$ cat src/rtl/pal_cfg_loader_if.sv
// Byte-stream handshake between the configuration source and pal_cfg_loader.
// The master drives start and the data bytes. The loader, as slave, answers with byte_ready.
interface pal_cfg_loader_if;
  logic       start;
  logic [7:0] byte_in;
  logic       byte_valid;
  logic       byte_ready;

  modport master (output start, output byte_in, output byte_valid, input byte_ready);
  modport slave  (input start, input byte_in, input byte_valid, output byte_ready);
endinterface

$ cat src/rtl/pal_cfg_loader.sv
// pal_cfg_loader: takes config bytes over a valid/ready handshake and shifts them LSB-first into the PAL chain.
// The PAL is held disabled until the chain is full. Define PAL_CFG_CHECKSUM_EN to add a trailing XOR checksum byte.
module pal_cfg_loader #(
  parameter int NUM_INPUTS        = 8,
  parameter int NUM_OUTPUTS       = 8,
  parameter int NUM_INTERM_STAGES = 16
) (
  input  logic              clk,
  input  logic              rst_n,
  pal_cfg_loader_if.slave   host,
  output logic              cfg_bit,
  output logic              cfg_shift_en,
  output logic              pal_enable,
  output logic              busy,
  output logic              cfg_done,
  output logic              cfg_err
);

  // The chain length must be a whole number of bytes, because byte completion is detected on bitcnt[2:0].
  localparam int BITSTREAM_LEN = 2 * NUM_INPUTS * NUM_INTERM_STAGES + NUM_INTERM_STAGES * NUM_OUTPUTS;
  localparam int CNT_W         = $clog2(BITSTREAM_LEN + 1);
  localparam logic [CNT_W-1:0] LAST_BIT_IDX = CNT_W'(BITSTREAM_LEN - 1);

  typedef enum logic [2:0] {
    S_IDLE,
    S_LOAD,
    S_SHIFT,
    S_CHECK,
    S_DONE,
    S_ERROR
  } state_t;

`ifdef PAL_CFG_CHECKSUM_EN
  localparam state_t AFTER_CHAIN = S_CHECK;
`else
  localparam state_t AFTER_CHAIN = S_DONE;
`endif

  state_t           state;
  state_t           next_state;
  logic [7:0]       shreg;
  logic [CNT_W-1:0] bitcnt;
  logic             ready_q;
  logic             shift_q;
  logic             busy_q;
  logic             done_q;
  logic             accept;
  logic             byte_end;
  logic             restart;

  assign accept   = host.byte_valid & ready_q;
  assign byte_end = (bitcnt[2:0] == 3'd7);
  assign restart  = host.start && (state inside {S_IDLE, S_DONE, S_ERROR});

`ifdef PAL_CFG_CHECKSUM_EN
  logic [7:0] checksum;
  logic       err_q;

  always_ff @(posedge clk or negedge rst_n) begin
    if (!rst_n) begin
      checksum <= '0;
    end else if (restart) begin
      checksum <= '0;
    end else if (state == S_LOAD && accept) begin
      checksum <= checksum ^ host.byte_in;
    end
  end
`endif

  always_ff @(posedge clk or negedge rst_n) begin
    if (!rst_n) state <= S_IDLE;
    else        state <= next_state;
  end

  always_comb begin
    // NOTE: default assigned before the case so every path drives next_state and no latch is inferred.
    next_state = state;
    case (state)
      S_IDLE, S_DONE, S_ERROR: if (host.start) next_state = S_LOAD;
      S_LOAD:                  if (accept) next_state = S_SHIFT;
      S_SHIFT: begin
        if (byte_end) next_state = (bitcnt == LAST_BIT_IDX) ? AFTER_CHAIN : S_LOAD;
      end
`ifdef PAL_CFG_CHECKSUM_EN
      S_CHECK: if (accept) next_state = (host.byte_in == checksum) ? S_DONE : S_ERROR;
`endif
      default: next_state = S_IDLE;
    endcase
  end

  // In SHIFT, bitcnt[2:0] counts the 8 shift cycles of the current byte.
  always_ff @(posedge clk or negedge rst_n) begin
    if (!rst_n) begin
      shreg  <= '0;
      bitcnt <= '0;
    end else if (restart) begin
      bitcnt <= '0;
    end else if (state == S_SHIFT) begin
      shreg  <= shreg >> 1;
      bitcnt <= bitcnt + CNT_W'(1);
    end else if (state == S_LOAD && accept) begin
      shreg  <= host.byte_in;
    end
  end

  // The outputs are registered from next_state, so they change on the same edge as the state and never glitch.
  always_ff @(posedge clk or negedge rst_n) begin
    if (!rst_n) begin
      ready_q <= 1'b0;
      shift_q <= 1'b0;
      busy_q  <= 1'b0;
      done_q  <= 1'b0;
    end else begin
      ready_q <= (next_state == S_LOAD) || (next_state == S_CHECK);
      shift_q <= (next_state == S_SHIFT);
      busy_q  <= next_state inside {S_LOAD, S_SHIFT, S_CHECK};
      done_q  <= (next_state == S_DONE);
    end
  end

`ifdef PAL_CFG_CHECKSUM_EN
  always_ff @(posedge clk or negedge rst_n) begin
    if (!rst_n) err_q <= 1'b0;
    else        err_q <= (next_state == S_ERROR);
  end
  assign cfg_err = err_q;
`else
  assign cfg_err = 1'b0;
`endif

  assign host.byte_ready = ready_q;
  assign cfg_shift_en    = shift_q;
  assign cfg_bit         = shift_q & shreg[0];
  assign pal_enable      = done_q;
  assign cfg_done        = done_q;
  assign busy            = busy_q;

endmodule

$ cat src/flat_wrapper.sv
// flat-port wrapper written by rule: the top's interface ports become plain ports
module pal_cfg_loader_flat 
#(
  parameter int NUM_INPUTS        = 8,
  parameter int NUM_OUTPUTS       = 8,
  parameter int NUM_INTERM_STAGES = 16
)
  (clk, rst_n, cfg_bit, cfg_shift_en, pal_enable, busy, cfg_done, cfg_err, host_start, host_byte_in, host_byte_valid, host_byte_ready);
  pal_cfg_loader_if host_i ();
  input  logic clk;
  input  logic rst_n;
  output logic cfg_bit;
  output logic cfg_shift_en;
  output logic pal_enable;
  output logic busy;
  output logic cfg_done;
  output logic cfg_err;
  input wire logic [$bits(host_i.start)-1:0] host_start;
  input wire logic [$bits(host_i.byte_in)-1:0] host_byte_in;
  input wire logic [$bits(host_i.byte_valid)-1:0] host_byte_valid;
  output wire logic [$bits(host_i.byte_ready)-1:0] host_byte_ready;
  assign host_i.start = host_start;
  assign host_i.byte_in = host_byte_in;
  assign host_i.byte_valid = host_byte_valid;
  assign host_byte_ready = host_i.byte_ready;
  pal_cfg_loader #(.NUM_INPUTS(NUM_INPUTS), .NUM_OUTPUTS(NUM_OUTPUTS), .NUM_INTERM_STAGES(NUM_INTERM_STAGES)) u_core (.clk(clk), .rst_n(rst_n), .host(host_i), .cfg_bit(cfg_bit), .cfg_shift_en(cfg_shift_en), .pal_enable(pal_enable), .busy(busy), .cfg_done(cfg_done), .cfg_err(cfg_err));
endmodule
$ cat config.mk
export PLATFORM = sky130hd
export DESIGN_NAME = pal_cfg_loader_flat
export DESIGN_NICKNAME = d
export VERILOG_FILES = /design/src/rtl/pal_cfg_loader_if.sv /design/src/rtl/pal_cfg_loader.sv /design/src/flat_wrapper.sv
export SDC_FILE = /design/constraint.sdc
export NUM_CORES = 1
export LEC_CHECK = 0
export ABC_CLOCK_PERIOD_IN_PS = 5000
export CAP_MARGIN = 40
export CELL_PAD_IN_SITES_DETAIL_PLACEMENT = 0
export CELL_PAD_IN_SITES_GLOBAL_PLACEMENT = 1
export CORE_UTILIZATION = 36
export DETAILED_ROUTE_END_ITERATION = 8
export HOLD_SLACK_MARGIN = 0.12
export PLACE_DENSITY = 0.67
export SETUP_SLACK_MARGIN = 0.2
export SYNTH_ARGS = -nofsm -noshare
export SYNTH_HDL_FRONTEND = slang
export SYNTH_SLANG_ARGS = --single-unit
$ cat constraint.sdc
create_clock -name clk -period 5 [get_ports clk]
set_input_delay 0.75 -clock clk [delete_from_list [all_inputs] [get_ports clk]]
set_output_delay 0.75 -clock clk [all_outputs]
set_load 0.005 [all_outputs]
==> summary.md, run 1 <==
| Metric | Value |
|---|---|
| Status | finished, final reports clean |
| Max cap viols | 0 |
| Diode count | 0 |
| Insertion delay to the later sink of the worst-skew pair | 320 ps |
| Die width | 59.19 um |
| Iteration-0 DRC Markers | 41 |
| Clk sinks | 24 |
| Post-Syn Area | 1177 sq um |
| Via-per-instance ratio | 5.277 |
| Critical path required time | 4250 ps |
| Async SR Flop Fraction | 1.000 |
| Highest-count cells in the layout ignoring fill and taps | dfrtp_1 (24), clkdlybuf4s50_1 (17), or3_1 (10) |
| Critical path capture point type | output port |
| Leakage power | 0.0005499 uW |
| Fin util | 0.4654 |
| Vias in the first global route | 890 |
| Initial Util | 0.3825 |
| Slack of the worst reg-to-reg path | 3120 ps |
| Fin Setup TNS | 0 ps |
| Mean post-synth cell area | 10.42 sq um |
| EDFF count, synth | 0 |
| Fmax | 0.4830 GHz |
| First-pass GRT wire length | 4064 um |
| Hold Crit Start | u_core.bitcnt[6] |
| Share of the yosys chip area belonging to registers | 0.5101 |
| Vias | 913 |
| # setup viols final | 0 |
| Routability Congestion | 0.7082 |
| Critical path startpoint | u_core.shreg[0] |
| DR pass1 iterations | 4 |
| Peak supply drop | 0.1867 mV |
| Final Skew | 4.141 ps |
| I/O Buffers | 17 |
| Core ar. | 3078 sq um |
| Synth Instances | 113 |
| Die area | 3503 sq um |
| Main flop type after synthesis | dfrtp_1 |
| Die H | 59.19 um |
| Slew Limit Fails | 0 |
| CTS max path bufs | 2 |
| Final HPWL DP | 1722 um |
| CTS tree | done |
| Wire per inst | 13.75 um |
| Total gr overflow | 0 |
| Reg2reg start | u_core.state[2] |
| Area Overhead vs Synth | 21.68% |
| Commonest non-fill, non-tap cell in the layout | dfrtp_1 |
| Core Rows | 20 |
| Final hold vios | 0 |
| Slew @ Worst Pin | 632.6 ps |
| Hold path cells | 1 |
| Root Driver | clkbuf_4 |
| Fin crit period | 2070 ps |
| Rel. slew slack | 0.5773 |
| PD cells | 440.0 nW/um^2 |
| Min-delay worst type | reg -> reg |
| Syn Nets | 127 |
| FF-to-FF path depth | 3 |
| Gr usage total | 0.1582 |
| Largest net degree at the start of global routing | 22 |
| Worst Hold Path EP | u_core.bitcnt[6] |
| WS Path Type | reg -> out |
| Post-Place Cells | 169 |
| Hold-fix buffers, CTS | 0 |
| Routed wire length | 2378 um |
| Final Cycle Share | 0.4141 |
| CTS buffer count | 3 |
| Setup Buffers After CTS | 0 |
| Unrepaired setup endpoints after global routing | no |
| I/O pins | 19 |
| Crit Path Max Fanout | 2 |
| Clk pin slew, worst setup/hold paths | 140 ps |
| Flops & latches, synth | 24 |
| Share of cells above drive strength 1 | 0.1163 |
| Capturing point of the worst reg2reg path | u_core.bitcnt[7] |
| Synth Warn # | 0 |
| Initial antenna violation count | 0 |
| Nets | 144 |
| Cells resized by post-CTS repair | 0 |
| Crit start category | flop |
| Arr. time, crit path | 1320 ps |
| Unique masters post-synth | 34 |
| Routed Antenna Nets | 0 |
| H-tree depth | 1 |
| Fin cells | 173 |
| Remaining DRCs | 0 |
-- state kept, by name, summed over array words and instances (netlist names) --
register                cells
u_core.bitcnt               9
u_core.busy                 1
u_core.cfg_done             1
u_core.cfg_shift_en         1
u_core.host.byte_ready      1
u_core.shreg                8
u_core.state                3
-- routing by layer --
metal	GRT usage	up-vias	share of wire
met2	0.2600	11	0.48
met3	0.03057	2	0.028
met5	0	-	0
met1	0.2006	436	0.48
li1	-	464	-
met4	0.07143	0	0.0076
-- synthesized netlist by cell type, types with 2 or more instances --
cell type / instances / share of area
dfrtp_1: 24 / 0.51
or3_1: 10 / 0.053
a21oi_1: 8 / 0.034
nand2_1: 7 / 0.022
o221a_2: 7 / 0.067
nor2_1: 5 / 0.016
o21ai_0: 5 / 0.021
nand3_1: 4 / 0.017
o31ai_1: 4 / 0.026
clkbuf_1: 3 / 0.0096
nand4_1: 3 / 0.016
nor3_1: 3 / 0.013
o22ai_1: 3 / 0.016
or4_1: 3 / 0.019
buf_4: 2 / 0.013
ha_1: 2 / 0.021
inv_1: 2 / 0.0064
nand2b_1: 2 / 0.011
-- final cells by class --
class | instances | area (sq um)
sequential | 24 | 600.6
fill | 324 | 1645
inverter | 2 | 7.507
clock buffer | 3 | 22.52
timing repair buffer | 18 | 185.2
clock inverter | 1 | 30.03
multi-input combinational | 81 | 531.8
tap | 44 | 55.05
-- critical path: stages (launching register included) --
cell and delay (ps):
dfrtp_1 380, and2_1 130, clkdlybuf4s50_1 490
-- stage by stage --
step / area, sq um / hold slack, ps / worst slack, ps / power, uW
2_1_floorplan: 1177 / 454.4 / 3375 / 426.5
3_3_place_gp: 1365 / 524.3 / 2638 / 489.0
3_5_place_dp: 1380 / 526.6 / 2581 / 493.9
4_1_cts: 1433 / 553.9 / 2918 / 636.8
5_1_grt: 1433 / 591.9 / 2780 / 671.7
6_report: 1433 / 557.6 / 2930 / 630.3
-- power by group --
group / internal [uW] / switching [uW] / leakage (uW)
combinational: 111 / 83.3 / 0.000220
clock: 81.0 / 61.6 / 0.0000279
sequential: 250 / 43.1 / 0.000302
-- worst max-delay path by stage --
stage                                   to  slack (ps)  cells after the start
final                              cfg_bit        2930                      2
after global placement     u_core.shreg[5]        2640                      4
after floorplan           u_core.bitcnt[5]        3370                      4
after detailed placement   u_core.shreg[5]        2580                      4
after CTS                          cfg_bit        2920                      2
after global routing       u_core.shreg[0]        2780                      4
-- cells by family after synthesis --
kind of cell / count (synthesis) / share of synthesized area
and+or+nand+nor: 44 / 0.2147
adders and majority gates: 2 / 0.02125
muxes: 1 / 0.008502
DFF: 24 / 0.5101
other: 1 / 0.003185
buffers and inverters: 8 / 0.03825
xor gates and xnor gates: 1 / 0.007440
AOI/OAI and AO/OA: 32 / 0.1966
(Power assumes the default switching activity.)
==> run 2, diff against run 1 <==
Settings changed: ABC_CLOCK_PERIOD_IN_PS 5000 to 2000.
Clock period 5 ns to 2 ns, I/O delays scaled along.
==> summary.md, run 2 (same netlist as run 1, synthesis figures left out) <==
| Metric | Value |
|---|---|
| Status | finished, final reports clean (unchanged) |
| Gr usage total | 0.1645 (was 0.1582) |
| Largest net degree at the start of global routing | 25 (was 22) |
| Fin crit period | 1675 ps |
| Critical path capture point type | flop (was output port) |
| Total gr overflow | 0 (unchanged) |
| Number of flip-flops in the largest register | 9 (unchanged) |
| Final worst setup slack | 325.2 ps (was 2930 ps) |
| Vias in the first global route | 937 (was 890) |
| Fmax | 0.5971 GHz |
| Leakage power | 0.0005613 uW (was 0.0005499 uW) |
| Overall power | 1528 uW (was 630.3 uW) |
| Crit start category | flop (unchanged) |
| Fin util | 0.4711 (was 0.4654) |
| Grt met1 use | 0.2292 (was 0.2006) |
| Min-delay worst type | in -> async (was reg -> reg) |
| Critical path required time | 2250 ps (was 4250 ps) |
| DR pass1 iterations | 4 (unchanged) |
| Die H | 59.19 um (unchanged) |
| Busiest grt layer | met2 (unchanged) |
| Share of cells above drive strength 1 | 0.1642 (was 0.1163) |
| Commonest non-fill, non-tap cell in the layout | dfrtp_1 (unchanged) |
| WS Path Type | reg -> reg (was reg -> out) |
| Final Skew | 5.063 ps (was 4.141 ps) |
| First-pass GRT wire length | 4340 um (was 4064 um) |
| Nets | 149 (was 144) |
| M3 GR Usage | 0.04148 (was 0.03057) |
| H-tree depth | 1 (unchanged) |
| CP cell instances | or3b_4, or4_1, a21oi_1 (was and2_1, clkdlybuf4s50_1) |
| Root Driver | clkbuf_4 (unchanged) |
| CTS tree | done (unchanged) |
| Unrepaired setup endpoints after global routing | no (unchanged) |
| Die area | 3503 sq um (unchanged) |
| Highest-count cells in the layout ignoring fill and taps | dfrtp_1 (22), clkdlybuf4s50_1 (17), or3_1 (10) (was dfrtp_1 (24), clkdlybuf4s50_1 (17), or3_1 (10)) |
| PD cells | 1054 nW/um^2 (was 440.0 nW/um^2) |
| I/O Buffers | 17 (unchanged) |
| Routed wire length | 2482 um (was 2378 um) |
| Routability Congestion | 0.7270 (was 0.7082) |
| Initial antenna violation count | 0 (unchanged) |
| Peak supply drop | 0.5584 mV (was 0.1867 mV) |
| Arr. time, crit path | 1920 ps (was 1320 ps) |
| Final Cell Area | 1450 sq um (was 1433 sq um) |
| Remaining DRCs | 0 (unchanged) |
| Die width | 59.19 um (unchanged) |
| Hold-fix buffers, CTS | 0 (unchanged) |
| Clk pin slew, worst setup/hold paths | 130 ps (was 140 ps) |
| CP max-delay cell | or4_1 (was clkdlybuf4s50_1) |
| Core ar. | 3078 sq um (unchanged) |
| Core Rows | 20 (unchanged) |
| Final HPWL DP | 1705 um (was 1722 um) |
| Pre-CTS WS | 232.5 ps (was 2581 ps) |
| Vias | 949 (was 913) |
| Met2 Resource Use GR | 0.2536 (was 0.2600) |
| DP Area | 1403 sq um (was 1380 sq um) |
| Initial Util | 0.3825 (unchanged) |
| Biggest regs | u_core.bitcnt (9), u_core.shreg (8), u_core.state (3) (unchanged) |
| Routed Antenna Nets | 0 (unchanged) |
| CTS max path bufs | 2 (unchanged) |
| Clk sinks | 24 (unchanged) |
| Max cap viols | 0 (unchanged) |
| Area Overhead vs Synth | 23.17% (was 21.68%) |
| Slew Limit Fails | 0 (unchanged) |
| Slowest stage delay, CP | 510 ps (was 490 ps) |
| Most flop-heavy register | u_core.bitcnt (unchanged) |
| Final Cycle Share | 0.8374 |
| I/O pins | 19 (unchanged) |
| # setup viols final | 0 (unchanged) |
| FF-to-FF path depth | 3 (unchanged) |
| Iteration-0 DRC Markers | 31 (was 41) |
| CTS buffer count | 3 (unchanged) |
| Crit Path Max Fanout | 11 (was 2) |
| Slack of the worst reg-to-reg path | 330 ps (was 3120 ps) |
| Wire per inst | 13.94 um (was 13.75 um) |
| Fill cell count | 311 (was 324) |
| Via-per-instance ratio | 5.331 (was 5.277) |
| Insertion delay to the later sink of the worst-skew pair | 310 ps (was 320 ps) |
| Final hold vios | 0 (unchanged) |
| Fin Setup TNS | 0 ps (unchanged) |
| Diode count | 0 (unchanged) |
==> run 2: cell types whose count changed in the layout (fill, tap and decap cells not counted) <==
| cell | before | now |
|---|---|---|
| dfrtp_1 | 24 | 22 |
| dfrtp_2 | 0 | 2 |
| bufinv_16 | 1 | 0 |
| buf_8 | 1 | 0 |
| buf_4 | 0 | 5 |
| or3b_2 | 1 | 2 |
| clkbuf_8 | 0 | 1 |
==> run 2: path summary, 6_finish.rpt <==
kind                             startpoint          endpoint
setup / recovery            u_core.state[0]  u_core.bitcnt[7]
hold / removal                        rst_n  u_core.bitcnt[8]
setup reg to reg            u_core.state[0]  u_core.bitcnt[7]
hold reg to reg            u_core.bitcnt[6]  u_core.bitcnt[6]
max in group asynchronous             rst_n   u_core.state[1]
min in group clk            host_byte_in[7]   u_core.shreg[7]
==> run 2: report_power, final <==
part / internal, uW / switching, uW
registers: 628 / 117
logic: 308 / 220
clock network: 111 / 144
==> run 2: critical path: cells and delay by family, from the launching register on <==
family,cells,cell delay [ps]
and+or+nand+nor,2,970
DFF,1,480
AOI/OAI and AO/OA,1,160
==> run 2: per-layer routing <==
layer,wire [um],share of wire
met5,0,0
met4,17,0.0068
met3,93,0.037
met2,1128,0.45
met1,1242,0.50
==> run 2: cell type report <==
class | instances | area (sq um) | share of cell area
well taps | 44 | 55.05 | 0.03796
multi-input cells | 82 | 540.5 | 0.3727
clock buffers | 4 | 36.28 | 0.02502
inverters | 2 | 7.507 | 0.005177
flip-flops and latches | 24 | 603.1 | 0.4159
repair buffers | 22 | 207.7 | 0.1432
==> run 2: through the flow <==
| step | hold WS [ps] | instances |
|---|---|---|
| 3_3_place_gp | 523.2 | 173 |
| 4_1_cts | 332.3 | 177 |
| 3_5_place_dp | 535.4 | 173 |
| 6_report | 327.9 | 178 |
| 2_1_floorplan | 4.409 | 113 |
| 5_1_grt | 364.1 | 178 |
==> run 2: repair_timing <==
| item | 4_1_cts | 5_1_grt |
|---|---|---|
| gates resized for setup | 0 | 2 |
| buffers inserted | 0 | 0 |
| setup endpoints to repair | 0 | 3 |
==> run 3, diff against run 2 <==
Settings changed: ABC_CLOCK_PERIOD_IN_PS 2000 to 1600.
Clock period 2 ns to 1.6 ns, I/O delays scaled along.
==> summary.md, run 3 (same netlist as run 1, synthesis figures left out) <==
| Metric | Value |
|---|---|
| Clk sinks | 24 (unchanged) |
| Initial Util | 0.3825 (unchanged) |
| PD cells | 1227 nW/um^2 (was 1054 nW/um^2) |
| Clock Power Share | 0.130 (was 0.167) |
| Die H | 59.19 um (unchanged) |
| Max cap viols | 0 (unchanged) |
| CP Buf/Inv Count | 0 (unchanged) |
| Final HPWL DP | 1843 um (was 1705 um) |
| Fin Setup TNS | 0 ps (unchanged) |
| Final hold slack | 268.1 ps (was 327.9 ps) |
| Largest net degree at the start of global routing | 25 (unchanged) |
| Pre-CTS WS | -39.91 ps (was 232.5 ps) |
| Peak supply drop | 0.6475 mV (was 0.5584 mV) |
| Final Skew | 6.021 ps (was 5.063 ps) |
| Routability Congestion | 0.7381 (was 0.7270) |
| Share of cells above drive strength 1 | 0.3061 (was 0.1642) |
| WS Path Type | reg -> reg (unchanged) |
| Initial antenna violation count | 0 (unchanged) |
| Clk pin slew, worst setup/hold paths | 130 ps (about the same) |
| DR pass1 iterations | 4 (unchanged) |
| Via-per-instance ratio | 5.356 (was 5.331) |
| Core ar. | 3078 sq um (unchanged) |
| Critical path capture point type | flop (unchanged) |
| Commonest non-fill, non-tap cell in the layout | dfrtp_1 (unchanged) |
| Unrepaired setup endpoints after global routing | yes (was no) |
| Wire per inst | 14.59 um (was 13.94 um) |
| Number of flip-flops in the largest register | 9 (unchanged) |
| CTS buffer count | 3 (unchanged) |
| Fin crit period | 1544 ps (was 1675 ps) |
| Status | finished, final reports clean (unchanged) |
| Insertion delay to the later sink of the worst-skew pair | 310 ps (about the same) |
| Largest delay share family, worst path | simple AND/OR/NAND/NOR gates (unchanged) |
| Final Cycle Share | 0.9648 (was 0.8374) |
| First-pass GRT wire length | 4636 um (was 4340 um) |
| Min-delay worst type | in -> async (unchanged) |
| DP Area | 1440 sq um (was 1403 sq um) |
| Crit start category | flop (unchanged) |
| Nets | 163 (was 149) |
| Core Rows | 20 (unchanged) |
| CP cell instances | or3b_4, or4_4, a21oi_2 (was or3b_4, or4_1, a21oi_1) |
| Die area | 3503 sq um (unchanged) |
| Final worst setup slack | 56.25 ps (was 325.2 ps) |
| Root Driver | clkbuf_4 (unchanged) |
| Iteration-0 DRC Markers | 51 (was 31) |
| Reg power frac | 0.445 (was 0.487) |
| # setup viols final | 0 (unchanged) |
| Vias | 1023 (was 949) |
| Fmax | 0.6478 GHz (was 0.5971 GHz) |
| Biggest regs | u_core.bitcnt (9), u_core.shreg (8), u_core.state (3) (unchanged) |
| Crit Path Max Fanout | 5 (was 11) |
| Slew Limit Fails | 0 (unchanged) |
| Vias in the first global route | 996 (was 937) |
| Total gr overflow | 0 (unchanged) |
| Routed Antenna Nets | 0 (unchanged) |
| CTS max path bufs | 2 (unchanged) |
| P_int | 1370 uW (was 1047 uW) |
| Sw Ratio | 0.3221 (was 0.3146) |
| I/O Buffers | 17 (unchanged) |
| Critical path required time | 1860 ps (was 2250 ps) |
| H-tree depth | 1 (unchanged) |
| Sw Pwr | 650.7 uW (was 480.8 uW) |
| Busiest grt layer | met2 (unchanged) |
| Gr usage total | 0.1767 (was 0.1645) |
| Most flop-heavy register | u_core.bitcnt (unchanged) |
| Arr. time, crit path | 1800 ps (was 1920 ps) |
| Grt met1 use | 0.2431 (was 0.2292) |
| Diode count | 0 (unchanged) |
| CTS tree | done (unchanged) |
| Die width | 59.19 um (unchanged) |
| Final Cell Area | 1647 sq um (was 1450 sq um) |
| Comb pwr share | 0.425 (was 0.346) |
| I/O pins | 19 (unchanged) |
| Remaining DRCs | 0 (unchanged) |
| Area Overhead vs Synth | 39.85% (was 23.17%) |
| Routed wire length | 2786 um (was 2482 um) |
| Met2 Resource Use GR | 0.2825 (was 0.2536) |
| Fin util | 0.5350 (was 0.4711) |
| Highest-count cells in the layout ignoring fill and taps | dfrtp_1 (24), buf_4 (14), clkdlybuf4s50_1 (11) (was dfrtp_1 (22), clkdlybuf4s50_1 (17), or3_1 (10)) |
| Slowest stage delay, CP | 490 ps (was 510 ps) |
| CP max-delay cell | or4_4 (was or4_1) |
| Final hold vios | 0 (unchanged) |
| M3 GR Usage | 0.03930 (was 0.04148) |
| Leakage power | 0.0006747 uW (was 0.0005613 uW) |
[run 3: changes by cell type in the layout (fill, tap and decap cells not counted), sizes merged]
cell / previous run / this run
buf: 5 / 19
clkbuf: 4 / 3
dlygate4sd2: 0 / 5
clkdlybuf4s15: 0 / 1
clkdlybuf4s50: 17 / 11
[run 3: power by group through the flow]
stage               clock, uW  combinational [uW]  sequential (uW)
finish                    262                 858              900
CTS                       275                 783              879
detailed placement          0                 735              907
global route              300                 959              925
floorplan                   0                 443              895
global placement            0                 718              902
[run 3: worst reg2reg max path, stage by stage, from the launching register on]
cell and delay [ps]:
dfrtp_1 430, or3b_4 450, or4_4 490, a21oi_2 120
[run 3: path summary, 6_finish.rpt]
| kind | startpoint | endpoint | cells after the start | slack, ps |
|---|---|---|---|---|
| max | u_core.state[2] | u_core.bitcnt[5] | 3 | 60 |
| min in group clk | host_byte_in[7] | u_core.shreg[7] | 3 | 470 |
| min | rst_n | u_core.shreg[0] | 2 | 270 |
| max reg2reg | u_core.state[2] | u_core.bitcnt[5] | 3 | 60 |
| min reg2reg | u_core.bitcnt[6] | u_core.bitcnt[6] | 1 | 550 |
| max in group asynchronous | rst_n | u_core.busy | 2 | 1080 |
[run 3: through the flow]
stage               total power (uW)  instances
CTS                             1937        185
global route                    2183        191
detailed placement              1642        178
global placement                1620        178
finish                          2020        191
floorplan                       1338        113
[run 3: per-layer routing]
layer	vias up	part of all wire	wire length, um
met3	2	0.031	85
met2	19	0.51	1426
li1	503	-	-
met4	0	0.0065	18
met5	-	0	0
met1	499	0.45	1256
[run 3: cell type report]
| class | instances | area (sq um) |
|---|---|---|
| tap | 44 | 55.05 |
| inverter | 2 | 7.507 |
| fill | 283 | 1431 |
| clock buffer | 3 | 22.52 |
| sequential | 24 | 600.6 |
| multi-input combinational | 82 | 628.1 |
| timing repair buffer | 36 | 332.8 |
[run 3: repair_timing]
action,CTS,global route
pin swaps,1,7
buffers inserted,4,5
endpoints found under the setup margin,22,19
hold buffers,0,0
resized for setup,7,26
hold endpoints to repair,0,0
cloned,0,1
==> RTL edit 1: new RTL, flow settings as in run 3 <==
Build with the macro `PAL_CFG_CHECKSUM_EN` defined.
--- a/src/rtl/pal_cfg_loader.sv
+++ b/src/rtl/pal_cfg_loader.sv
@@ -1,4 +1,6 @@
 // pal_cfg_loader: takes config bytes over a valid/ready handshake and shifts them LSB-first into the PAL chain.
 // The PAL is held disabled until the chain is full. Define PAL_CFG_CHECKSUM_EN to add a trailing XOR checksum byte.
+`define PAL_CFG_CHECKSUM_EN
+
 module pal_cfg_loader #(
   parameter int NUM_INPUTS        = 8,
Behaviour: same outputs for any inputs over 10 cycles, from zero or initial values and one cycle with rst_n low; that may be too few to reach the edited logic, so the function may still have changed.
==> RTL edit 1 against run 3 <==
  * Die area grew 37%
  * Sequential cell count grew 9
  * Cell count grew 37%
  * Wire length grew 31%
  * Final area grew 45%
  * Count of clock-buffer cells in the layout grew 5
  * Sequential share of layout area shrank 1.8 points
  * Clock skew shrank 0.0043 ns
  * First-iteration DRC count grew 7.8%
  * Area after synthesis grew 38%
  * Total power grew 85%
  * Setup slack lost 0.034 ns
  * Critical path type is now primary input to flip-flop
  * Critical endpoint is now u_core.host.byte_ready
==> RTL edit 1: results (changes against run 3) <==
{
  "ff2ff_path_depth": {"value": 6, "change": "+3"},
  "met2RoutedLength": {"value": 1780, "unit": "um", "change": "+25%"},
  "netlist_instances": {"value": 160, "change": "+42%"},
  "dp_hpwl": {"value": 2530, "unit": "um", "change": "+37%"},
  "muxShareOfSynthArea": {"value": 5.61, "unit": "%", "change": "+4.8 points"},
  "groute.layer.met2.usage": {"value": 27.8, "unit": "%", "change": "-0.42 points"},
  "nets_final": {"value": 223, "change": "+37%"},
  "ys_top_cells_by_count": {"value": "sky130_fd_sc_hd__dfrtp_1, sky130_fd_sc_hd__nand2_1, sky130_fd_sc_hd__nor2_1"},
  "m1WireLength": {"value": 1690, "unit": "um", "change": "+34%"},
  "cts-resized-gates": {"value": 30, "change": "+23"},
  "status": {"value": "complete, no violations"},
  "dp_area": {"value": 2010, "unit": "sq um", "change": "+39%"},
  "grt_pass1_wl": {"value": 6410, "unit": "um", "change": "+38%"},
  "layout_min_cycle_time": {"value": 1.58, "unit": "ns", "change": "+0.0341 ns"},
  "drt_first_iter_violations": {"value": 55, "change": "+7.8%"},
  "dp_worst_setup_slack": {"value": -0.317, "unit": "ns", "change": "-0.277 ns"},
  "r2r_setup_slk": {"value": 0.03, "unit": "ns", "change": "-0.03 ns"},
  "finalClockSkew": {"value": 0.00174, "unit": "ns", "change": "-0.00428 ns"},
  "wl_cell": {"value": 13.9, "unit": "um", "change": "-4.5%"},
  "grt_pass1_vias": {"value": 1419, "change": "+42%"},
  "dr_total_vias": {"value": 1302, "change": "+27%"},
  "worstPathMaxFanout": {"value": 4, "change": "-1"},
  "fin_worst_hold_slack": {"value": 0.361, "unit": "ns", "change": "+0.0933 ns"},
  "placed_cells": {"value": 244, "change": "+37%"},
  "groute.usage.overall": {"value": 17.0, "unit": "%", "change": "-0.67 points"},
  "r2r_end": {"value": "u_core.host.byte_ready"},
  "power_combinational": {"value": 1750, "unit": "uW", "change": "+100%"},
  "insertion_delay": {"value": 0.28, "unit": "ns", "change": "-0.03 ns"},
  "met3_length": {"value": 136, "unit": "um", "change": "+60%"},
  "compound_gate_portion_of_the_synthesized_area": {"value": 8.37, "unit": "%", "change": "-11 points"},
  "power.ir.vdd_worst": {"value": 733, "unit": "uV", "change": "+13%"},
  "synth_top_cells_by_area": {"value": "sky130_fd_sc_hd__dfrtp_1, sky130_fd_sc_hd__mux2i_1, sky130_fd_sc_hd__nand2_1"},
  "clock_power_share": {"value": 17.0, "unit": "%", "change": "+4.0 points"},
  "static-leakage-power": {"value": 0.00108, "unit": "uW", "change": "+60%"},
  "post_cts_buffers": {"value": 9, "change": "+5"},
  "htree_levels": {"value": 2, "change": "+1"},
  "power.net_switching": {"value": 1320, "unit": "uW", "change": "+100%"}
}
-- RTL edit 1: cell types whose count changed after synthesis, sizes merged, moves of 8 or more --
cell and delta:
o21ai +11, or3 -9, xor2 +9, nor2 +11, dfrtp +9, nand2 +14, xnor2 +8
-- RTL edit 1: cell type report --
| type | count | area (sq um) | area share [%] |
|---|---|---|---|
| repair buffers | 49 | 454 | 19.0 |
| multi-input cells | 116 | 933 | 39.1 |
| clock buffers | 8 | 90.1 | 3.78 |
| well taps | 52 | 65.1 | 2.73 |
| inverters | 4 | 15.0 | 0.630 |
| flip-flops and latches | 33 | 827 | 34.7 |
-- RTL edit 1: worst max-delay path by stage --
stage | from | to | depth (start not counted)
global placement | host_byte_in[6] | u_core.host.byte_ready | 7
finish | host_byte_in[7] | u_core.host.byte_ready | 7
global route | u_core.checksum[0] | u_core.host.byte_ready | 6
detailed placement | host_byte_in[6] | u_core.host.byte_ready | 7
CTS | u_core.checksum[6] | u_core.host.byte_ready | 6
floorplan | u_core.bitcnt[1] | u_core.host.byte_ready | 7
==> RTL edit 2: new RTL, settings of run 3 <==
Without the edit above. One comparison of `bitcnt` changes from == to >=.
--- a/src/rtl/pal_cfg_loader.sv
+++ b/src/rtl/pal_cfg_loader.sv
@@ -80,5 +80,5 @@
       S_LOAD:                  if (accept) next_state = S_SHIFT;
       S_SHIFT: begin
-        if (byte_end) next_state = (bitcnt == LAST_BIT_IDX) ? AFTER_CHAIN : S_LOAD;
+        if (byte_end) next_state = (bitcnt >= LAST_BIT_IDX) ? AFTER_CHAIN : S_LOAD;
       end
 `ifdef PAL_CFG_CHECKSUM_EN
Behaviour: no difference found for any inputs over 10 cycles, from zero or initial values and one cycle with rst_n low; that may be too few to reach the edited logic, so the function may still have changed.
==> RTL edit 2 against run 3 <==
  * Final area up 1.5%
  * Wire length increased by 8.9%
  * Total power is essentially flat
  * Area after synthesis increased by 4.7%
  * Via count up 10%
  * Sequential cell count unchanged
  * Setup slack better by 0.0038 ns
  * Core utilization shrank 0.48 points
==> RTL edit 2: results (changes against run 3) <==
{
  "status": {"value": "complete, no violations"},
  "max_freq": {"value": 649, "unit": "MHz", "change": "+0.25%"},
  "compound_gate_portion_of_the_synthesized_area": {"value": 16.9, "unit": "%", "change": "-2.8 points"},
  "synth_top_cells_by_area": {"value": "sky130_fd_sc_hd__dfrtp_1, sky130_fd_sc_hd__nand3_1, sky130_fd_sc_hd__nand2_1"},
  "drt_first_iter_violations": {"value": 37, "change": "-27%"},
  "critical_path.endpoint": {"value": "u_core.bitcnt[6]"},
  "post_route_cells_drive_above_1_share": {"value": 22.7, "unit": "%", "change": "-7.9 points"},
  "ys_top_cells_by_count": {"value": "sky130_fd_sc_hd__dfrtp_1, sky130_fd_sc_hd__nand2_1, sky130_fd_sc_hd__nand3_1"},
  "finalClockSkew": {"value": 0.00116, "unit": "ns", "change": "-0.00486 ns"},
  "route.detailed.vias_per_inst": {"value": 5.44, "change": "+1.6%"},
  "buffer_depth_of_the_longest_clock_path": {"value": 2, "change": "unchanged"},
  "groute.layer.met2.usage": {"value": 31.2, "unit": "%", "change": "+3.0 points"},
  "synth_async_sr_flop_share": {"value": 100, "unit": "%", "change": "unchanged"},
  "worstPathMaxFanout": {"value": 6, "change": "+1"},
  "timing.critical_path.from": {"value": "u_core.state[0]"},
  "groute.layer.met3.usage": {"value": 1.92, "unit": "%", "change": "-2.0 points"},
  "io_buffer_count": {"value": 17, "change": "unchanged"},
  "groute.usage.overall": {"value": 18.4, "unit": "%", "change": "+0.71 points"},
  "nets_final": {"value": 179, "change": "+9.8%"},
  "synth_fa_ha_area_share": {"value": 2.03, "unit": "%", "change": "-0.095 points"},
  "dp_hpwl": {"value": 2140, "unit": "um", "change": "+16%"},
  "min-delay-path-class": {"value": "primary input to asynchronous set/reset pin"},
  "grt_pass1_vias": {"value": 1060, "change": "+6.4%"},
  "muxShareOfSynthArea": {"value": 1.62, "unit": "%", "change": "+0.77 points"},
  "cts-buffers-inserted": {"value": 3, "change": "unchanged"},
  "layout_top_registers": {"value": "u_core.bitcnt: 9 flops, u_core.shreg: 8 flops, u_core.state: 3 flops"},
  "wl": {"value": 3030, "unit": "um", "change": "+8.9%"},
  "power.net_switching": {"value": 725, "unit": "uW", "change": "+11%"},
  "finalWeightedCongestion": {"value": 0.837, "change": "+13%"},
  "synth_sequential_area_ratio": {"value": 48.7, "unit": "%", "change": "-2.3 points"},
  "grt_pass1_wl": {"value": 4910, "unit": "um", "change": "+5.8%"},
  "netlist-cell-type-count": {"value": 36, "change": "+5.9%"},
  "mappedNetlistNets": {"value": 144, "change": "+13%"},
  "dp_worst_setup_slack": {"value": 0.0617, "unit": "ns", "change": "+0.102 ns"},
  "synth_area_in_xor_xnor": {"value": 0.711, "unit": "%", "change": "-0.033 points"},
  "static-leakage-power": {"value": 0.000712, "unit": "uW", "change": "+5.6%"},
  "power.ir.vdd_worst": {"value": 628, "unit": "uV", "change": "-3.0%"},
  "gr-usage-met1": {"value": 24.2, "unit": "%", "change": "-0.079 points"}
}
## RTL edit 2: cell count changes after synthesis, sizes merged, moves of 7 or more
| cell | delta |
|---|---|
| nand2 | +10 |
| nand3 | +13 |
| o211ai | +7 |
| o221a | -7 |
| or3 | -9 |
## RTL edit 2: final cells by class
type	instances	area, sq um
multi-input combinational	94	654
tap	44	55.1
fill	311	1480
timing repair buffer	38	324
sequential	24	601
clock buffer	3	22.5
inverter	4	15.0
## RTL edit 2: metrics by stage
stage / hold slack, ns / std cells / power, uW / area (sq um)
after floorplan: -0.0556 / 130 / 1390 / 1290
after global placement: 0.458 / 202 / 1740 / 1600
after detailed placement: 0.464 / 202 / 1750 / 1600
after CTS: 0.283 / 207 / 2030 / 1640
after global routing: 0.295 / 207 / 2190 / 1670
final: 0.269 / 207 / 2020 / 1670
## RTL edit 2: worst max-delay path, cell delays in order (launching register included)
cell,delay [ns]
sky130_fd_sc_hd__dfrtp_1,0.41
sky130_fd_sc_hd__or3b_4,0.44
sky130_fd_sc_hd__or4_1,0.50
sky130_fd_sc_hd__a21oi_2,0.13
## RTL edit 2: repair_timing
item | in CTS | in global routing
endpoints found under the setup margin | 13 | 12
setup buffers | 2 | 0
resized for setup | 8 | 8
pin swaps | 1 | 0
gates cloned | 0 | 0
## RTL edit 2: per-layer routing
layer  wire length, um  part of all wire, %
met1              1420                   47
met2              1460                   48
met3               115                  3.8
met4                42                  1.4
met5                 0                    0
## RTL edit 2: power groups by stage
stage,clock network [uW],logic [uW],registers (uW)
6_report,260,895,866
5_1_grt,300,997,889
4_1_cts,276,888,865
3_5_place_dp,0,870,884
3_3_place_gp,0,858,877
2_1_floorplan,0,499,887
